===== config.mk =====
export PLATFORM = sky130hd
export DESIGN_NAME = uart_cmd_responder
export DESIGN_NICKNAME = d
export VERILOG_FILES = /design/src/rtl/uart_cmd_pkg.sv /design/src/rtl/uart_cmd_timer.sv /design/src/rtl/uart_cmd_responder.sv
export SDC_FILE = /design/constraint.sdc
export NUM_CORES = 1
export LEC_CHECK = 0
export ABC_AREA = 1
export CORE_MARGIN = 3
export CORE_UTILIZATION = 28
export CTS_CLUSTER_SIZE = 10
export DETAILED_ROUTE_END_ITERATION = 7
export MAX_ROUTING_LAYER = met4
export PLACE_DENSITY_LB_ADDON = 0.12
export SYNTH_ARGS = -nofsm -noshare
export SYNTH_HDL_FRONTEND = slang
export SYNTH_SLANG_ARGS = --single-unit

===== constraint.sdc =====
create_clock -name i_clk -period 4.1 [get_ports i_clk]
set_clock_uncertainty 0.2 [all_clocks]
set_input_delay 0.41 -clock i_clk [delete_from_list [all_inputs] [get_ports i_clk]]
set_output_delay 0.41 -clock i_clk [all_outputs]
set_load 0.01 [all_outputs]

===== src/rtl/uart_cmd_pkg.sv =====
// Shared types and byte constants for the uart command responder.
package uart_cmd_pkg;

  typedef enum logic [3:0] {
    StIdle,
    StAddr,
    StWdata,
    StRegWr,
    StRegRd,
    StRdCap,
    StRdTx,
    StAckTx,
    StNakTx
  } state_e;

  localparam logic [7:0] OP_WRITE = 8'h57;
  localparam logic [7:0] OP_READ  = 8'h52;
  localparam logic [7:0] RSP_ACK  = 8'h06;
  localparam logic [7:0] RSP_NAK  = 8'h15;

endpackage


===== src/rtl/uart_cmd_timer.sv =====
// Inter-byte timeout counter for a partially received command frame.
module uart_cmd_timer #(
  parameter int unsigned Cycles = 500_000
) (
  input  logic i_clk,
  input  logic i_rst_n,
  input  logic i_en,
  input  logic i_clr,
  output logic o_expired
);

  localparam int unsigned CntW = $clog2(Cycles + 1);
  localparam logic [CntW-1:0] Limit = CntW'(Cycles - 1);

  logic [CntW-1:0] r_cnt;

  always_ff @(posedge i_clk or negedge i_rst_n) begin
    if (!i_rst_n) begin
      r_cnt <= '0;
    end else if (!i_en || i_clr) begin
      r_cnt <= '0;
    end else if (r_cnt != Limit) begin
      r_cnt <= r_cnt + CntW'(1);
    end
  end

  assign o_expired = i_en && (r_cnt == Limit);

endmodule


===== src/rtl/uart_cmd_responder.sv =====
// Parses command frames from the uart RX FIFO, drives a simple register bus and pushes
// responses into the TX FIFO. Define UART_CMD_TIMEOUT_EN to abort frames stalled between bytes.
module uart_cmd_responder
  import uart_cmd_pkg::*;
#(
  parameter int unsigned AddrWidth     = 8,
  parameter int unsigned RegBytes      = 4,
  parameter int unsigned TimeoutCycles = 500_000
) (
  input  logic                    i_clk,
  input  logic                    i_rst_n,
  input  logic [7:0]              i_rx_data,
  input  logic [1:0]              i_rx_status,
  input  logic                    i_rx_rdy,
  output logic                    o_rx_req,
  output logic [7:0]              o_tx_data,
  output logic                    o_tx_req,
  input  logic                    i_tx_rdy,
  output logic [AddrWidth-1:0]    o_reg_addr,
  output logic [8*RegBytes-1:0]   o_reg_wdata,
  output logic                    o_reg_we,
  output logic                    o_reg_re,
  input  logic [8*RegBytes-1:0]   i_reg_rdata,
  output logic                    o_busy,
  output logic                    o_timeout
);

  localparam int unsigned DataW = 8 * RegBytes;
  localparam int unsigned BufW  = DataW - 8;
  localparam int unsigned CntW  = (RegBytes > 1) ? $clog2(RegBytes) : 1;
  localparam logic [CntW-1:0] LastCnt = CntW'(RegBytes - 1);

  state_e               r_state, w_state_d;
  logic [CntW-1:0]      r_cnt, w_cnt_d;
  logic                 r_rx_req, w_rx_req_d;
  logic                 r_tx_prev;
  logic                 r_is_wr, w_is_wr_d;
  logic [AddrWidth-1:0] r_addr, w_addr_d;
  logic [AddrWidth-1:0] r_reg_addr, w_reg_addr_d;
  logic [BufW-1:0]      r_wbuf, w_wbuf_d;
  logic [DataW-1:0]     r_reg_wdata, w_reg_wdata_d;
  logic [DataW-1:0]     r_rdata, w_rdata_d;
  logic [DataW-1:0]     w_shift;
  logic                 w_bad, w_pop_st, w_tx_st, w_tmo;

  // New data byte enters at the top; after RegBytes pops the first byte sits at the LSB.
  assign w_shift  = {i_rx_data, r_wbuf};
  assign w_bad    = |i_rx_status;
  assign w_pop_st = r_state inside {StIdle, StAddr, StWdata};
  assign w_tx_st  = r_state inside {StAckTx, StNakTx, StRdTx};

`ifdef UART_CMD_TIMEOUT_EN
  logic w_tmr_en, w_expired;

  assign w_tmr_en = r_state inside {StAddr, StWdata};

  uart_cmd_timer #(
    .Cycles(TimeoutCycles)
  ) u_timer (
    .i_clk    (i_clk),
    .i_rst_n  (i_rst_n),
    .i_en     (w_tmr_en),
    .i_clr    (r_rx_req),
    .o_expired(w_expired)
  );

  // A pop already in flight wins over an expiry in the same cycle.
  assign w_tmo     = w_expired && !r_rx_req;
  assign o_timeout = w_tmo;
`else
  logic w_unused_tmo;
  assign w_unused_tmo = ^TimeoutCycles;
  assign w_tmo        = 1'b0;
  assign o_timeout    = 1'b0;
`endif

  always_comb begin
    o_tx_req  = w_tx_st && i_tx_rdy && !r_tx_prev;
    o_tx_data = 8'h00;
    unique case (r_state)
      StAckTx: o_tx_data = RSP_ACK;
      StNakTx: o_tx_data = RSP_NAK;
      StRdTx:  o_tx_data = r_rdata[{r_cnt, 3'b000} +: 8];
      default: o_tx_data = 8'h00;
    endcase
  end

  always_comb begin
    w_state_d     = r_state;
    w_cnt_d       = r_cnt;
    w_is_wr_d     = r_is_wr;
    w_addr_d      = r_addr;
    w_reg_addr_d  = r_reg_addr;
    w_wbuf_d      = r_wbuf;
    w_reg_wdata_d = r_reg_wdata;
    w_rdata_d     = r_rdata;
    w_rx_req_d    = w_pop_st && !r_rx_req && i_rx_rdy && !w_tmo;

    unique case (r_state)
      StIdle: begin
        if (r_rx_req) begin
          if (w_bad) begin
            w_state_d = StNakTx;
          end else if (i_rx_data == OP_WRITE) begin
            w_is_wr_d = 1'b1;
            w_state_d = StAddr;
          end else if (i_rx_data == OP_READ) begin
            w_is_wr_d = 1'b0;
            w_state_d = StAddr;
          end else begin
            w_state_d = StNakTx;
          end
        end
      end
      StAddr: begin
        if (w_tmo) begin
          w_state_d = StIdle;
        end else if (r_rx_req) begin
          if (w_bad) begin
            w_state_d = StNakTx;
          end else if (r_is_wr) begin
            w_addr_d  = AddrWidth'(i_rx_data);
            w_cnt_d   = '0;
            w_state_d = StWdata;
          end else begin
            w_reg_addr_d = AddrWidth'(i_rx_data);
            w_state_d    = StRegRd;
          end
        end
      end
      StWdata: begin
        if (w_tmo) begin
          w_state_d = StIdle;
        end else if (r_rx_req) begin
          if (w_bad) begin
            w_state_d = StNakTx;
          end else if (r_cnt == LastCnt) begin
            w_reg_addr_d  = r_addr;
            w_reg_wdata_d = w_shift;
            w_state_d     = StRegWr;
          end else begin
            w_wbuf_d = w_shift[DataW-1:8];
            w_cnt_d  = r_cnt + CntW'(1);
          end
        end
      end
      StRegWr: w_state_d = StAckTx;
      StRegRd: w_state_d = StRdCap;
      StRdCap: begin
        w_rdata_d = i_reg_rdata;
        w_cnt_d   = '0;
        w_state_d = StRdTx;
      end
      StRdTx: begin
        if (o_tx_req) begin
          if (r_cnt == LastCnt) begin
            w_state_d = StIdle;
          end else begin
            w_cnt_d = r_cnt + CntW'(1);
          end
        end
      end
      StAckTx, StNakTx: begin
        if (o_tx_req) begin
          w_state_d = StIdle;
        end
      end
      default: w_state_d = StIdle;
    endcase
  end

  always_ff @(posedge i_clk or negedge i_rst_n) begin
    if (!i_rst_n) begin
      r_state     <= StIdle;
      r_cnt       <= '0;
      r_rx_req    <= 1'b0;
      r_tx_prev   <= 1'b0;
      r_is_wr     <= 1'b0;
      r_addr      <= '0;
      r_reg_addr  <= '0;
      r_wbuf      <= '0;
      r_reg_wdata <= '0;
      r_rdata     <= '0;
    end else begin
      r_state     <= w_state_d;
      r_cnt       <= w_cnt_d;
      r_rx_req    <= w_rx_req_d;
      r_tx_prev   <= o_tx_req;
      r_is_wr     <= w_is_wr_d;
      r_addr      <= w_addr_d;
      r_reg_addr  <= w_reg_addr_d;
      r_wbuf      <= w_wbuf_d;
      r_reg_wdata <= w_reg_wdata_d;
      r_rdata     <= w_rdata_d;
    end
  end

  assign o_rx_req    = r_rx_req;
  assign o_reg_addr  = r_reg_addr;
  assign o_reg_wdata = r_reg_wdata;
  assign o_reg_we    = (r_state == StRegWr);
  assign o_reg_re    = (r_state == StRegRd);
  assign o_busy      = (r_state != StIdle);

endmodule


==> metrics.md <==
| Metric | Value |
|---|---|
| Starting Density | `0.290` |
| Status | `complete, no violations` |
| Hold Path Class | `reg2reg` |
| Yosys synthesis warning count | `0` |
| First-pass GRT wire length | `21.0 mm` |
| Min-delay src | `r_rdata[27]` |
| Crit-path slowest cell | `dfrtp_1` |
| Vias in the first global route | `between 4,000 and 5,000` |
| Crit path time final | `roughly 3.2 ns` |
| Netlist cell types | `29` |
| Startpoint Class | `flop` |
| Antenna Diode Count | `0` |
| Cells on worst reg2reg path | `5` |
| Worst VDD drop | `between 200 and 300 uV` |
| Dpl ws | `approximately 1.3 ns` |
| Synthesized area | `between 5000 and 6000 sq um` |
| Area grow syn2layout | `34.1%` |
| Crit. End Element | `output port` |
| Overall Global Routing Usage | `0.135` |
| CP required | `around 3.5 ns` |
| IO buf count | `98` |
| Hold EP | `r_rdata[27]` |
| Max cap viols | `0` |
| CTS clock-pin slew for the worst setup and hold paths | `about 0.050 ns` |
| R2R Setup Slk | `1.44 ns` |
| CP Cell Sequence | `inv_1 > o21ai_0 > o22ai_1 > nand2_1 > nand3_1 > clkdlybuf4s50_1` |
| Mean post-synth cell area | `roughly 8.3 sq um` |
| F_max | `a little over 300 MHz` |
| Critical R2R Capture | `o_reg_wdata[12]` |
| Arrival @ worst endpoint | `2.60 ns` |
| DRT Pass-1 Iters | `4` |
| Antenna violations before repair | `0` |
| Die ar. | `19,800 sq um` |
| Largest net degree at the start of global routing | `49` |
| Pwr Density | `428 nW/um^2` |
| Final period util | `0.783` |
| Cell Rows | `48` |
| Die span in y | `141 um` |
| CP Max Fanout | `20` |
| Worst-Margin Slew | `about 0.74 ns` |
| Total gr overflow | `0` |
| Post-CTS Setup Repair Bufs | `0` |
| Syn Inst Count | `roughly 620` |
| Seq/Total Area, Yosys | `0.556` |
| H-tree depth | `4` |
| CTS Buf Count | `17` |
| Leak | `a little over 3 nW` |
| Iteration-0 DRC Markers | `about 300` |
| Slew Viols, Final | `0` |
| Core area | `17,500 sq um` |
| Final #Nets | `~760` |
| Worst Path Buf+Inv | `2` |
| Post-DRT Antenna Nets | `0` |
| Post-route DRC | `0` |
| Crit-path leading delay family | `buffers and inverters` |
| Num Clock Sinks | `~110` |
| WL/cell | `between 10 and 15 um` |
| Final setup margin | `approximately 0.9 ns` |
| Post-DR vias/cell | `4.33` |
| Root buf cell | `clkbuf_16` |
| Detailed Route WL | `roughly 12 mm` |
| Worst hold path depth | `2` |
| RSZ-0062 raised after global routing | `false` |
| Post-route setup TNS | `0 ns` |
| Syn Nets | `662` |
| Reg-to-Reg Start | `r_cnt[0]` |
| Final GP Congestion | `just over 0.8` |
| Setup Crit Path Kind | `reg2out` |
| CTS tree | `done` |
| Top-Level Pins | `100` |
| Clk buf depth | `2` |
| Synthesized flop and latch total | `around 110` |
| Setup Viol. Count Final | `0` |
| Rel. slew slack | `0.508` |
| Share of layout cells above drive strength 1 | `0.0928` |
| Post-DP HPWL | `between 8 and 9 mm` |
| Crit-path max cell delay | `~0.77 ns` |
| Vias | `between 4,000 and 5,000` |
| Pwr Total | `2.92 mW` |
| Die width | `about 140 um` |
| Clock latency on the worst-skew pair | `approximately 0.41 ns` |
| Final hold vios | `0` |
==> Yosys cell counts <==
cell type,instances,share of area
nand2_1,229,0.17
dfrtp_1,113,0.56
inv_1,56,0.041
o21ai_1,54,0.053
nor2_1,40,0.030
o21ai_0,25,0.025
nand3_1,22,0.022
clkbuf_1,11,0.0081
o21ai_2,11,0.019
a21oi_1,9,0.0089
buf_2,7,0.0069
nand2_2,7,0.0086
inv_2,6,0.0044
buf_4,4,0.0059
nor2_2,3,0.0037
nand2_4,2,0.0044
nand4_1,2,0.0025
nor2_4,2,0.0044
nor2_8,2,0.0079
buf_1,1,0.00074
buf_12,1,0.0039
buf_6,1,0.0022
conb_1,1,0.00074
ha_1,1,0.0025
nand3_4,1,0.0034
nand4_2,1,0.0025
nor3_1,1,0.00098
o22ai_1,1,0.0012
or2_2,1,0.0012
==> through the flow <==
step           instances  hold slack, ns  area, sq um  utilization
2_1_floorplan        615         -0.0856         5080            -
3_3_place_gp         917           0.219         6230        0.355
3_5_place_dp         917           0.215         6230        0.355
4_1_cts              947           0.270         6820        0.389
5_1_grt              947           0.288         6820        0.389
6_report             947           0.264         6820        0.389
==> per-layer routing <==
metal / up-vias / part of all wire / GRT usage
li1: 2117 / - / -
met1: 1881 / 0.49 / 0.180
met2: 87 / 0.46 / 0.202
met3: 15 / 0.038 / 0.0302
met4: 0 / 0.018 / 0.0525
met5: - / 0 / -
==> cell families (layout without fill, tap and decap cells) <==
kind of cell / count (synthesis) / in the layout / share of synthesized area
compound gates: 100 / 100 / 0.107
fa+ha+maj: 1 / 1 / 0.00246
buf+inv: 87 / 194 / 0.0736
flops: 113 / 113 / 0.556
other cells: 1 / 1 / 0.000738
simple gates: 313 / 313 / 0.260
==> cells in the final DEF (no fill, tap or decap), types with 3 or more instances in the layout <==
master	synthesis	routed
inv_2	6	6
o21ai_0	25	25
nand2_1	229	229
inv_1	56	56
nor2_1	40	40
o21ai_1	54	54
bufinv_16	0	3
nand2_2	7	7
o21ai_2	11	11
buf_4	4	5
nand3_1	22	22
clkbuf_1	11	3
nor2_2	3	3
clkinv_2	0	4
a21oi_1	9	9
clkbuf_16	0	17
clkdlybuf4s50_1	0	97
dfrtp_1	113	113
==> how the worst max path moves through the flow <==
stage / cells after the start / end / slack, ns / from
6_report: 6 / o_tx_data[2] / 0.89 / r_cnt[0]
5_1_grt: 6 / o_tx_data[2] / 0.68 / r_cnt[0]
4_1_cts: 6 / o_tx_data[2] / 0.87 / r_cnt[0]
3_5_place_dp: 8 / o_reg_wdata[19] / 1.27 / i_rx_status[1]
3_3_place_gp: 8 / o_reg_wdata[22] / 1.30 / i_rx_status[1]
2_1_floorplan: 5 / o_tx_data[5] / 2.25 / r_cnt[0]
==> flip-flops by register name (all words and copies together) (netlist names) <==
name,count
o_reg_wdata,32
r_cnt,2
r_wbuf,24
r_addr,8
o_rx_req,1
r_tx_prev,1
o_reg_addr,8
r_state,4
r_rdata,32
r_is_wr,1
==> repair_timing <==
item	4_1_cts	5_1_grt
gates resized for setup	0	0
hold endpoints to repair	33	0
hold buffers	1	0
==> worst reg2reg max path, stage by stage, from the launching register on <==
cell	delay, ns
dfrtp_1	0.77
ha_1	0.33
nand4_2	0.57
buf_4	0.50
nand2_1	0.10
o21ai_1	0.07
==> power by group <==
part | switching (mW) | leakage (nW) | total [mW] | internal [mW]
Combinational | 0.171 | 1.45 | 0.315 | 0.143
Clock | 0.473 | 0.285 | 1.44 | 0.971
Sequential | 0.0172 | 1.39 | 1.16 | 1.14
==> area by class of cell <==
| cell class | count | area (sq um) |
|---|---|---|
| clock buffer | 22 | 464 |
| clock inverter | 7 | 110 |
| fill | 1834 | 10700 |
| inverter | 62 | 233 |
| multi-input combinational | 415 | 1880 |
| sequential | 113 | 2830 |
| tap | 225 | 282 |
| timing repair buffer | 103 | 1020 |
Note: power is estimated with default switching activity, not from simulation.
